==> config.mk <==
export PLATFORM = sky130hd
export DESIGN_NAME = mul_seq_ctrl
export DESIGN_NICKNAME = d
export VERILOG_FILES = /design/src/rtl/mul_seq_ctrl.sv
export SDC_FILE = /design/constraint.sdc
export NUM_CORES = 1
export LEC_CHECK = 0
export ABC_AREA = 1
export BUFFER_PORTS_ARGS = -buffer_cell sky130_fd_sc_hd__buf_2
export CORE_AREA = 5 5 209 211
export CTS_BUF_LIST = sky130_fd_sc_hd__clkbuf_16
export CTS_CLUSTER_SIZE = 8
export DETAILED_ROUTE_END_ITERATION = 8
export DIE_AREA = 0 0 214 216
export PLACE_DENSITY_LB_ADDON = 0.08
export SLEW_MARGIN = 25
export SYNTH_ARGS = -nofsm -noshare
export SYNTH_HDL_FRONTEND = slang
export SYNTH_SLANG_ARGS = --single-unit
==> constraint.sdc <==
create_clock -name clk -period 1.9 [get_ports clk]
set_input_delay 0.57 -clock clk [delete_from_list [all_inputs] [get_ports clk]]
set_output_delay 0.57 -clock clk [all_outputs]
set_load 0.005 [all_outputs]
==> src/rtl/mul_seq_ctrl.sv <==
// -----------------------------------------------------------------------------
// mul_seq_ctrl
//
// Sequential signed 64x64 multiplier controller (low 64-bit result). All
// 64-bit additions go through an external shared adder (add_a/add_b in,
// add_sum back). Operand magnitudes are formed with that adder (~x + 1). A
// 64-step shift-add loop runs on the magnitudes. The sign is then applied
// with one more pass through the adder.
//
// Ports
//   clk      in   1   clock, rising edge
//   rst_n    in   1   asynchronous active-low reset
//   start    in   1   request; operands latched when accepted (IDLE/DONE)
//   op_a     in  64   signed multiplicand
//   op_b     in  64   signed multiplier
//   add_a    out 64   operand A to shared adder (0 when not in use)
//   add_b    out 64   operand B to shared adder (0 when not in use)
//   add_sum  in  64   sum from shared adder, carry-in 0
//   add_cf   in   3   adder flags {OF,SF,ZF}, debug only
//   busy     out  1   sequence in progress
//   done     out  1   one-cycle completion pulse
//   product  out 64   low 64 bits of op_a*op_b, held until next DONE
//   cf       out  3   {OF, SF, ZF} of product, held until next DONE
//
// Build option
//   MUL_SKIP_ZERO_EN : when defined, a zero operand at acceptance jumps
//                      straight to DONE with product=0, cf=3'b001.
// -----------------------------------------------------------------------------
//
// state | meaning
// ------+-------------------------------------------------------------
// IDLE  | waiting for start
// ABS_A | |a| through the shared adder
// ABS_B | |b| through the shared adder, result sign recorded
// RUN   | 64 shift-add steps, one per cycle
// NEG   | apply sign to low half, compute flags
// DONE  | done pulse, product/cf valid; may accept a new start
// -----------------------------------------------------------------------------
module mul_seq_ctrl (
    input  logic        clk,
    input  logic        rst_n,
    input  logic        start,
    input  logic [63:0] op_a,
    input  logic [63:0] op_b,
    output logic [63:0] add_a,
    output logic [63:0] add_b,
    input  logic [63:0] add_sum,
    input  logic [2:0]  add_cf,
    output logic        busy,
    output logic        done,
    output logic [63:0] product,
    output logic [2:0]  cf
);

    typedef enum logic [2:0] {
        IDLE  = 3'd0,
        ABS_A = 3'd1,
        ABS_B = 3'd2,
        RUN   = 3'd3,
        NEG   = 3'd4,
        DONE  = 3'd5
    } state_t;

    state_t      r_state;
    state_t      w_state_nxt;

    logic [63:0] r_a;        // multiplicand, then |a|
    logic [63:0] r_b;        // multiplier, then |b|, shifted right in RUN
    logic [63:0] r_p_hi;
    logic [63:0] r_p_lo;
    logic        r_sign_a;
    logic        r_neg;
    logic [5:0]  r_cnt;      // RUN steps remaining minus one
    logic [63:0] r_product;
    logic [2:0]  r_cf;

    logic        w_accept;
    logic        w_skip;
    logic        w_carry;
    logic [63:0] w_result;
    logic        w_of;
    logic        w_zf;

    // Adder flags are only brought in for debug visibility.
    logic        w_unused_add_cf;
    assign w_unused_add_cf = ^add_cf;

`ifdef MUL_SKIP_ZERO_EN
    logic        w_zero_op;
    assign w_zero_op = (op_a == 64'd0) || (op_b == 64'd0);
`endif

    // Unsigned carry-out of the shared adder (carry-in is fixed 0), rebuilt
    // from the operand and sum MSBs because the adder does not export it.
    assign w_carry = (add_a[63] & add_b[63]) |
                     ((add_a[63] | add_b[63]) & ~add_sum[63]);

    assign w_result = r_neg ? add_sum : r_p_lo;
    assign w_zf     = (w_result == 64'd0);

    // The magnitude product overflows when it exceeds 2^63-1 (positive) or
    // 2^63 (negative). 2^63 itself is legal as -2^63.
    assign w_of = (|r_p_hi) |
                  (~r_neg & r_p_lo[63]) |
                  (r_neg & r_p_lo[63] & (|r_p_lo[62:0]));

    always_comb begin
        w_state_nxt = r_state;
        w_accept    = 1'b0;
        w_skip      = 1'b0;
        add_a       = 64'd0;
        add_b       = 64'd0;
        busy        = 1'b0;
        done        = 1'b0;

        case (r_state)
            IDLE: begin
                if (start) begin
                    w_accept    = 1'b1;
                    w_state_nxt = ABS_A;
`ifdef MUL_SKIP_ZERO_EN
                    if (w_zero_op) begin
                        w_skip      = 1'b1;
                        w_state_nxt = DONE;
                    end
`endif
                end
            end

            ABS_A: begin
                busy        = 1'b1;
                add_a       = r_a[63] ? ~r_a : r_a;
                add_b       = {63'd0, r_a[63]};
                w_state_nxt = ABS_B;
            end

            ABS_B: begin
                busy        = 1'b1;
                add_a       = r_b[63] ? ~r_b : r_b;
                add_b       = {63'd0, r_b[63]};
                w_state_nxt = RUN;
            end

            RUN: begin
                busy  = 1'b1;
                add_a = r_p_hi;
                add_b = r_b[0] ? r_a : 64'd0;
                if (r_cnt == 6'd0) begin
                    w_state_nxt = NEG;
                end
            end

            NEG: begin
                busy = 1'b1;
                if (r_neg) begin
                    add_a = ~r_p_lo;
                    add_b = 64'd1;
                end
                w_state_nxt = DONE;
            end

            DONE: begin
                done        = 1'b1;
                w_state_nxt = IDLE;
                if (start) begin
                    w_accept    = 1'b1;
                    w_state_nxt = ABS_A;
`ifdef MUL_SKIP_ZERO_EN
                    if (w_zero_op) begin
                        w_skip      = 1'b1;
                        w_state_nxt = DONE;
                    end
`endif
                end
            end

            default: begin
                w_state_nxt = IDLE;
            end
        endcase
    end

    always_ff @(posedge clk or negedge rst_n) begin
        if (!rst_n) begin
            r_state   <= IDLE;
            r_a       <= 64'd0;
            r_b       <= 64'd0;
            r_p_hi    <= 64'd0;
            r_p_lo    <= 64'd0;
            r_sign_a  <= 1'b0;
            r_neg     <= 1'b0;
            r_cnt     <= 6'd0;
            r_product <= 64'd0;
            r_cf      <= 3'd0;
        end else begin
            r_state <= w_state_nxt;

            if (w_accept) begin
                r_a      <= op_a;
                r_b      <= op_b;
                r_p_hi   <= 64'd0;
                r_p_lo   <= 64'd0;
                r_sign_a <= 1'b0;
                r_neg    <= 1'b0;
                r_cnt    <= 6'd0;
            end

            if (w_skip) begin
                r_product <= 64'd0;
                r_cf      <= 3'b001;
            end

            case (r_state)
                ABS_A: begin
                    r_a      <= add_sum;
                    // Keep the sign: |-2^63| still has bit 63 set.
                    r_sign_a <= r_a[63];
                end

                ABS_B: begin
                    r_b   <= add_sum;
                    r_neg <= r_sign_a ^ r_b[63];
                    r_cnt <= 6'd63;
                end

                RUN: begin
                    r_p_hi <= {w_carry, add_sum[63:1]};
                    r_p_lo <= {add_sum[0], r_p_lo[63:1]};
                    r_b    <= {1'b0, r_b[63:1]};
                    r_cnt  <= r_cnt - 6'd1;
                end

                NEG: begin
                    r_product <= w_result;
                    r_cf      <= {w_of, w_result[63], w_zf};
                end

                default: begin
                end
            endcase
        end
    end

    assign product = r_product;
    assign cf      = r_cf;

endmodule

==> impl_results.md, run 1 <==
- Status: finished, violations left
- Failing checks: setup timing
- Crit end category: output port
- Power per Cell Area: 668 mW/mm2
- Cell with the most instances after synthesis: nand2_1
- Max FO, Critical Path: 9
- Sequential area share after synthesis: 0.452
- Tot GR Track Use: 0.319
- Clk root buf: clkbuf_16
- Largest net degree at the start of global routing: 67
- Starting DRT DRC Count: between 1500 and 2000
- Pre-antenna DRT Iters: 6
- Vias: approximately 20000
- Worst Slack Setup Final: -0.841 ns
- Worst-Skew Late Latency: 0.57 ns
- Worst rel slew slack: 0.558
- Crit path kind: flop to output port
- Static leakage: ~12 nW
- Cell area after synthesis: approximately 0.018 mm2
- Synth Instances: around 2500
- Vias per std cell: approximately 5.7
- Met1 GRT Util: 0.422
- Post-synth EDFFs: 0
- Clock Path Buffers: 3
- Critical path endpoint: add_a[30]
- Num rows: between 70 and 80
- Detail Route Antenna Nets: 0
- Buffers on Ports: 391
- MaxCap Viol Count: 0
- DRC errors left: 0
- CTS sink count: around 330
- # IOs: roughly 400
- FF+latch count, synth: 333
- Die width: about 210 um
- Area growth from synthesis to layout: 37.8%
- Die ar.: about 0.046 mm2
- Layout cells sized above 1: 0.278
- Number of global-route vias before repair: 20200
- Top cells by area, synth: dfrtp_1, nand2_1, o21ai_0
- Wire per inst: about 22 um
- Clk_skew: between 0.015 and 0.02 ns
- Core Region: 0.0416 mm2
- Setup crit start: r_state[1]
- DP HPWL: around 54 mm
- Post-Syn Nets: ~2700
- Critical Path AT: approximately 2.2 ns
- Syn avg cell area: 7.30 um2
- Reg2reg end: r_cnt[3]
- Most used routing layer: met2
- Post-synth top cells: nand2_1, dfrtp_1, inv_1, nor2_1, o21ai_0
- CTS tree: done
- VDD IR-drop max: 0.000520 V
- Initial Utilization: 0.444
- Top_reg_cell synth: dfrtp_1
- Final Cycle Share: 1.44
- Yosys top cell by area: dfrtp_1
- Setup slack, reg-to-reg: -0.12 ns
- Fmax: about 0.36 GHz
- Global Route met3 Usage: 0.0523
- Worst-case reg-to-reg path depth: 12
- Reg2reg start: r_state[1]
- Post-place setup slack: -0.357 ns
- Final #Nets: 3236
- Hold_ws: about 0.27 ns
- RSZ-0062 raised after global routing: yes
- Crit start category: flop
- Yosys top cell area share: 0.452
- Min-delay worst type: primary input to flop
- Hold Fails Final Rpt: 0
- Final WL: about 78 mm
- Min Tclk post-route: ~2.7 ns
- Final Wtd Congestion: ~0.9
- Antenna violations before repair: 3
- CTS Buf Count: 47
- H-tree depth: 2
- Grt ovf: 0
- Die H: 216 um
- Yosys Warn Count: 0
- Slew @ Worst Pin: 0.663 ns
- Critical path required time: approximately 1.3 ns
- Asr flop ratio synth: 1.00
- First-pass GRT wire length: between 100 and 150 mm
- Setup Viol. Count Final: about 240
- Netlist cell types: 29
- Met2 usage: 0.536
- Clock transition at path regs: around 0.05 ns
- Max-slew violation count: 0
[registers in the layout, summed over array words and instances (netlist names)]
signal and cells:
r_p_lo 64, r_p_hi 64, cf 3, r_cnt 6
r_b 64, r_sign_a 1, r_state 3, product 63
r_a 64, r_neg 1
[logic make-up (layout without fill, tap and decap cells)]
logic type / Yosys count / in the layout / synth area share
simple gates: 1012 / 1013 / 0.215
compound gates: 679 / 679 / 0.221
buf+inv: 501 / 1012 / 0.109
flops: 333 / 333 / 0.452
fa+ha+maj: 2 / 2 / 0.00136
xor+xnor: 1 / 1 / 0.000475
other cells: 0 / 1 / 0
[metal layers]
metal / vias up / wire length [um]
li1: 9406 / -
met1: 9850 / 31800
met2: 1026 / 37100
met3: 179 / 6130
met4: 4 / 2810
met5: - / 27
[cells in the final DEF (no fill, tap or decap), drive strengths merged]
cell / n
a31oi: 16
nor2: 289
inv: 321
o2111ai: 42
dlygate4sd3: 1
o21ai: 363
nand3: 96
o22ai: 130
o221ai: 43
o211ai: 36
clkbuf: 56
dfrtp: 333
xnor2: 1
nand2: 617
a21oi: 27
a32oi: 21
ha: 2
nor3: 4
buf: 628
clkinv: 2
a22oi: 1
nand4: 7
bufbuf: 4
diode: 1
[power breakdown]
part / total, mW / internal [mW] / switching, mW
Clock: 7.58 / 4.49 / 3.09
Combinational: 1.94 / 0.792 / 1.15
Sequential: 7.46 / 7.32 / 0.139
Total: 17.0 / 12.6 / 4.38
[worst min-delay path by stage]
stage / startpoint / to / slack [ns] / cells past startpoint
6_report: op_a[9] / r_a[9] / 0.27 / 3
3_5_place_dp: product[32] / product[32] / 0.47 / 2
5_1_grt: op_a[18] / r_a[18] / 0.27 / 3
2_1_floorplan: rst_n / cf[0] / 0.27 / 0
4_1_cts: op_a[9] / r_a[9] / 0.25 / 3
3_3_place_gp: product[36] / product[36] / 0.46 / 2
[layout make-up]
type / count / area (um2)
Clock buffer: 49 / 1230
Sequential cell: 333 / 8340
Clock inverter: 4 / 15.0
Inverter: 319 / 1230
Timing Repair Buffer: 640 / 5050
Fill cell: 3898 / 16200
Tap cell: 539 / 674
Antenna cell: 1 / 2.50
Multi-Input combinational cell: 1695 / 8870
[what timing repair did]
item | in CTS | in global routing
resized for setup | 167 | 131
hold buffers | 1 | 0
gates cloned | 11 | 8
endpoints found under the hold margin | 22 | 0
pin swaps | 27 | 31
buffers inserted | 12 | 15
endpoints found under the setup margin | 318 | 358
[stage by stage]
step           instance area (um2)   util  TNS (ns)  total power, mW  cells
2_1_floorplan                18500      -         0             8.30   2528
3_3_place_gp                 22400  0.539    -33.72             9.36   3479
3_5_place_dp                 22400  0.539    -41.31             9.38   3479
4_1_cts                      24600  0.592    -99.95             17.0   3556
5_1_grt                      25400  0.611   -124.52             17.5   3580
6_report                     25400  0.611   -105.06             17.0   3580
[worst max-delay path, cell delays in order, from the launching register on]
cell and delay (ns):
dfrtp_1 0.38, inv_2 0.08, nor2_4 0.16, inv_2 0.07, nor2_4 0.12, buf_6 0.12, buf_12 0.16, buf_12 0.13
o21ai_0 0.11, o2111ai_2 0.10, buf_2 0.15
Note: power is estimated with default switching activity, not from simulation.
==> inputs of run 2 (changes only) <==
--- a/config.mk
+++ b/config.mk
@@ -7,11 +7,11 @@
 export LEC_CHECK = 0
 export ABC_AREA = 1
 export BUFFER_PORTS_ARGS = -buffer_cell sky130_fd_sc_hd__buf_2
-export CORE_AREA = 5 5 209 211
+export CORE_AREA = 5 5 188 235
 export CTS_BUF_LIST = sky130_fd_sc_hd__clkbuf_16
 export CTS_CLUSTER_SIZE = 8
 export DETAILED_ROUTE_END_ITERATION = 8
-export DIE_AREA = 0 0 214 216
+export DIE_AREA = 0 0 193 240
 export PLACE_DENSITY_LB_ADDON = 0.08
 export SLEW_MARGIN = 25
 export SYNTH_ARGS = -nofsm -noshare
==> constraint.sdc (replaced) <==
create_clock -name clk -period 3.18 [get_ports clk]
set_input_delay 0.954 -clock clk [delete_from_list [all_inputs] [get_ports clk]]
set_output_delay 0.954 -clock clk [all_outputs]
set_load 0.005 [all_outputs]
==> run 2 against run 1 <==
  * The run still ends with setup timing left
  * Via count down 5.7%
  * Sequential share of layout area up 4.2 points
  * Sequential cell count unchanged
  * Total power down 42%
  * Critical endpoint is now add_a[27]
  * Highest routed layer unchanged
==> impl_results.md, run 2 (synthesized netlist as in run 1, its figures left out) <==
- Failing checks: setup timing
- Final WL: 72.9 mm
- Most common cell after layout, fill and taps aside: nand2_1
- Slowest-stage cell, CP: o2111ai_1
- # IOs: approximately 400
- Most used routing layer: met2
- Worst path cell trace: inv_2 -> nor2_4 -> nand2_8 -> buf_12 -> o2111ai_1 -> buf_2
- Num rows: between 80 and 90
- Sw Pwr: about 2.5 mW
- Max incr delay on CP: 0.41 ns
- Clk root buf: clkbuf_16
- CTS Buf Count: 47
- MaxCap Viol Count: 0
- Die width: a little under 200 um
- Largest net degree at the start of global routing: roughly 140
- Core Region: 0.0417 mm2
- Global Route met3 Usage: 0.0562
- Placed Area: about 0.021 mm2
- Layout cells sized above 1: 0.187
- Clock Path Buffers: 3
- CTS sink count: 333
- Final Non-Filler Cells: between 3000 and 4000
- Final #Nets: about 3000
- Most frequent cells in the layout: nand2_1, buf_2, dfrtp_1
- Area growth from synthesis to layout: 22.1%
- Max FO, Critical Path: roughly 130
- Critical path required time: about 2.2 ns
- Clock transition at path regs: about 0.050 ns
- H-tree depth: 2
- Vias: ~19000
- Tot GR Track Use: 0.298
- Number of global-route vias before repair: approximately 19000
- Final Wtd Congestion: 0.853
- Initial Utilization: 0.442
- Die ar.: 0.0463 mm2
- Static leakage: 10.9 nW
- VDD IR-drop max: about 0.00034 V
- Slew @ Worst Pin: between 0.9 and 1 ns
- Hold Fails Final Rpt: 0
- Clock Power Share: 0.453
- Met1 GRT Util: 0.366
- Detail Route Antenna Nets: 0
- Net Sw Frac: 0.253
- First-pass GRT wire length: 108 mm
- Crit end category: output port
- Setup Viol. Count Final: 2
- Worst rel slew slack: 0.340
- Pre-antenna DRT Iters: 5
- Vias per std cell: roughly 5.6
- Min Tclk post-route: ~3.2 ns
- Fmax: approximately 0.31 GHz
- Cell internal pwr: around 7.4 mW
- Final Cycle Share: 1.00
- Crit start category: flop
- DRC errors left: 0
- Final instance area: approximately 0.023 mm2
- Buffers on Ports: 391
- Combinational power share: 0.099
- CTS tree: done
- Min-delay worst type: primary input to asynchronous set/reset pin
- Critical Path AT: 2.23 ns
- Met2 usage: 0.514
- Antenna violations before repair: 6
- Wire per inst: around 21 um
- Share of power burned in registers: 0.449
- Worst Slack Setup Final: -0.00747 ns
- Worst-Skew Late Latency: roughly 0.55 ns
- Die H: roughly 240 um
- Crit path kind: flop to output port
- Clk_skew: 0.0102 ns
- Status: finished, violations left
- DP HPWL: between 40 and 50 mm
- Starting DRT DRC Count: about 1500
- Max-slew violation count: 0
- RSZ-0062 raised after global routing: yes
- Placed cells: ~3300
- Grt ovf: 0
- Power per Cell Area: 440 mW/mm2
run 2: cell count changes in the layout (fill, tap and decap cells not counted), moves of 22 or more:
cell | before | now
buf_4 | 148 | 33
o21ai_0 | 172 | 238
o2111ai_1 | 1 | 41
buf_12 | 53 | 19
o2111ai_2 | 35 | 1
o21ai_1 | 156 | 124
o21ai_2 | 31 | 0
buf_6 | 25 | 3
run 2: layout make-up:
cell class | instances | area (um2)
Antenna cell | 3 | 7.51
Clock buffer | 49 | 1230
Clock inverter | 4 | 15.0
Fill cell | 4170 | 19200
Inverter | 319 | 1220
Multi-Input combinational cell | 1694 | 8160
Sequential cell | 333 | 8340
Tap cell | 559 | 699
Timing Repair Buffer | 455 | 2850
run 2: power groups by stage:
stage	Combinational (mW)	Clock [mW]	Sequential [mW]
global placement	0.962	0	4.51
finish	0.978	4.49	4.45
CTS	0.978	4.56	4.45
detailed placement	0.970	0	4.51
floorplan	0.464	0	4.49
global route	1.09	4.72	4.46
run 2: metrics by stage:
step                      power [mW]  hold WS, ns   TNS, ns  worst slack (ns)  utilization
after floorplan                 4.96        0.472         0             0.780            -
after global placement          5.47        0.460         0             0.438        0.502
after detailed placement        5.48        0.464         0             0.428        0.502
after CTS                       9.98        0.368  -0.00420          -0.00415        0.533
after global routing            10.3        0.378     -1.01           -0.0591        0.540
final                           9.92        0.360  -0.00893          -0.00747        0.540
run 2: worst paths after layout:
check	from	endpoint	slack (ns)	cells after the start
worst min register to register	product[38]	product[38]	0.47	2
max in group asynchronous	rst_n	r_p_lo[53]	1.92	2
worst min-delay path	rst_n	product[9]	0.36	1
worst max-delay path	r_state[1]	add_a[27]	-0.007	6
min in group clk	product[38]	product[38]	0.47	2
worst max register to register	r_state[1]	r_b[1]	0.59	11
run 2: layer usage:
metal,vias up,share of wire
li1,9004,-
met2,827,0.50
met3,167,0.078
met1,9285,0.38
met4,6,0.038
met5,-,0.00063
run 2: worst max-delay path, delay by kind of cell (launching register included):
family          cells  cell delay, ns
flops               1            0.38
simple gates        2            0.28
buf+inv             3            0.49
compound gates      1            0.41
run 2: timing repair:
| action | in CTS | in global routing |
|---|---|---|
| hold buffers | 0 | 0 |
| resized for setup | 12 | 17 |
| buffers inserted | 0 | 8 |
| pin swaps | 0 | 1 |
| setup endpoints to repair | 86 | 92 |
| gates cloned | 0 | 7 |
==> inputs of run 3 (changes only) <==
--- a/config.mk
+++ b/config.mk
@@ -12,7 +12,7 @@
 export CTS_CLUSTER_SIZE = 8
 export DETAILED_ROUTE_END_ITERATION = 8
 export DIE_AREA = 0 0 193 240
-export PLACE_DENSITY_LB_ADDON = 0.08
+export PLACE_DENSITY = 0.67
 export SLEW_MARGIN = 25
 export SYNTH_ARGS = -nofsm -noshare
 export SYNTH_HDL_FRONTEND = slang
==> run 3 against run 2 <==
  * The run now ends clean
  * Global-route usage down 0.21 points
  * Die area unchanged
  * Cell count up 0.29%
  * Non-clock buffer count up 8
  * Design area up 0.55%
  * Clock power about the same
  * Core utilization up 0.30 points
  * Sequential power about the same
  * Wire length down 1.7%
  * Largest cell class unchanged
==> impl_results.md, run 3 (synthesized netlist as in run 1, its figures left out) <==
- # hold bufs at CTS: 0
- Final WL: 71.6 mm
- CTS Buf Count: between 40 and 50
- Antenna violations before repair: 4
- Final Wtd Congestion: roughly 0.91
- CTS sink count: between 300 and 400
- Pre-antenna DRT Iters: 5
- Slew @ Worst Pin: around 0.89 ns
- # IOs: roughly 400
- Final instance area: around 0.023 mm2
- Worst-Skew Late Latency: ~0.55 ns
- CTS tree: done
- Die ar.: between 0.04 and 0.05 mm2
- Hold Fails Final Rpt: 0
- Worst Slack Setup Final: around 0.054 ns
- Final Cycle Share: 0.983
- Most common cell after layout, fill and taps aside: nand2_1
- Crit path kind: flop to output port
- Power per Cell Area: 438 mW/mm2
- Largest net degree at the start of global routing: around 120
- Clk root buf: clkbuf_16
- Crit end category: output port
- Area growth from synthesis to layout: 22.8%
- Placed Area: 0.0210 mm2
- MaxCap Viol Count: 0
- Status: complete, no violations
- Clk_skew: a little over 0.009 ns
- Static leakage: roughly 11 nW
- Detail Route Antenna Nets: 0
- Final #Nets: 3059
- Max FO, Critical Path: 17
- Most frequent cells in the layout: nand2_1, buf_2, dfrtp_1
- H-tree depth: 2
- Critical path required time: 2.23 ns
- VDD IR-drop max: between 0.0003 and 0.0004 V
- Buffers on Ports: between 300 and 400
- RSZ-0062 raised after global routing: yes
- Fmax: 0.320 GHz
- Wire per inst: around 21 um
- Grt ovf: 0
- Max-slew violation count: 0
- Worst rel slew slack: 0.405
- Setup Viol. Count Final: 0
- DRC errors left: 0
- Starting DRT DRC Count: ~1700
- Clock Path Buffers: 3
- Num rows: 84
- Die H: around 240 um
- Die width: 193 um
- Min-delay worst type: primary input to asynchronous set/reset pin
- DP HPWL: just under 50 mm
- Post-place setup slack: around 0.34 ns
- Clock transition at path regs: around 0.050 ns
- Layout cells sized above 1: 0.191
- Crit start category: flop
- Vias: between 15000 and 20000
- Tot GR Track Use: 0.296
- Critical Path AT: between 2 and 2.5 ns
- Number of global-route vias before repair: 19200
- First-pass GRT wire length: roughly 110 mm
- Worst-case reg-to-reg path depth: 12
- Vias per std cell: between 5 and 6
- Min Tclk post-route: between 3 and 4 ns
- Initial Utilization: 0.442
- Core Region: between 0.04 and 0.05 mm2
run 3: changes by cell type in the layout (fill, tap and decap cells not counted), moves of 4 or more:
cell	before	now
buf_4	33	39
buf_12	19	24
o21ai_0	238	242
o21ai_1	124	120
run 3: layout make-up:
cell class              count  area (um2)
multi-input cells        1694        8180
fillers                  3988       19100
diodes                      5        12.5
repair inverters            1        5.00
flip-flops and latches    333        8340
well taps                 559         699
clock buffers              49        1230
inverters                 319        1220
repair buffers            463        2950
clock inverters             3        12.5
run 3: final timing paths:
check,start,endpoint,slack (ns)
worst max-delay path,r_state[1],add_a[14],0.05
worst min-delay path,rst_n,product[3],0.41
worst max register to register,r_state[1],r_b[31],0.60
worst min register to register,product[36],product[36],0.48
max in group asynchronous,rst_n,r_neg,1.82
min in group clk,product[36],product[36],0.48
run 3: worst max-delay path, cell delays in order (launching register included):
cell      delay (ns)
dfrtp_1         0.39
buf_4           0.16
nor2_4          0.14
nand2_4         0.07
inv_2           0.10
nand2_4         0.08
buf_12          0.17
o211ai_1        0.32
buf_2           0.18
run 3: power by group:
part	leakage (nW)	switching, mW	internal, mW	total (mW)
Clock	0.618	1.82	2.68	4.50
Sequential	3.76	0.0754	4.37	4.45
Combinational	6.59	0.618	0.358	0.977
run 3: per-stage QoR:
step	total power, mW	util	instances	hold WS, ns	setup TNS [ns]
2_1_floorplan	4.96	-	2528	0.472	0
3_3_place_gp	5.46	0.504	3353	0.458	0
3_5_place_dp	5.48	0.504	3353	0.467	0
4_1_cts	9.97	0.537	3412	0.432	0
5_1_grt	10.3	0.543	3422	0.457	-0.0188
6_report	9.92	0.543	3426	0.410	0
run 3: per-layer routing:
layer | global-route usage | vias to the layer above | wire length (um) | part of all wire
met5 | 0 | - | 40 | 0.00056
met1 | 0.370 | 9301 | 27600 | 0.39
li1 | - | 9042 | - | -
met4 | 0.142 | 4 | 3360 | 0.047
met3 | 0.0498 | 205 | 5960 | 0.083
met2 | 0.498 | 956 | 34600 | 0.48
run 3: repair_timing:
| action | CTS | global route |
|---|---|---|
| gates resized for setup | 14 | 16 |
| pin swaps | 3 | 5 |
| gates cloned | 1 | 6 |
| setup buffers | 6 | 3 |
| endpoints found under the setup margin | 111 | 48 |
| hold endpoints to repair | 0 | 0 |
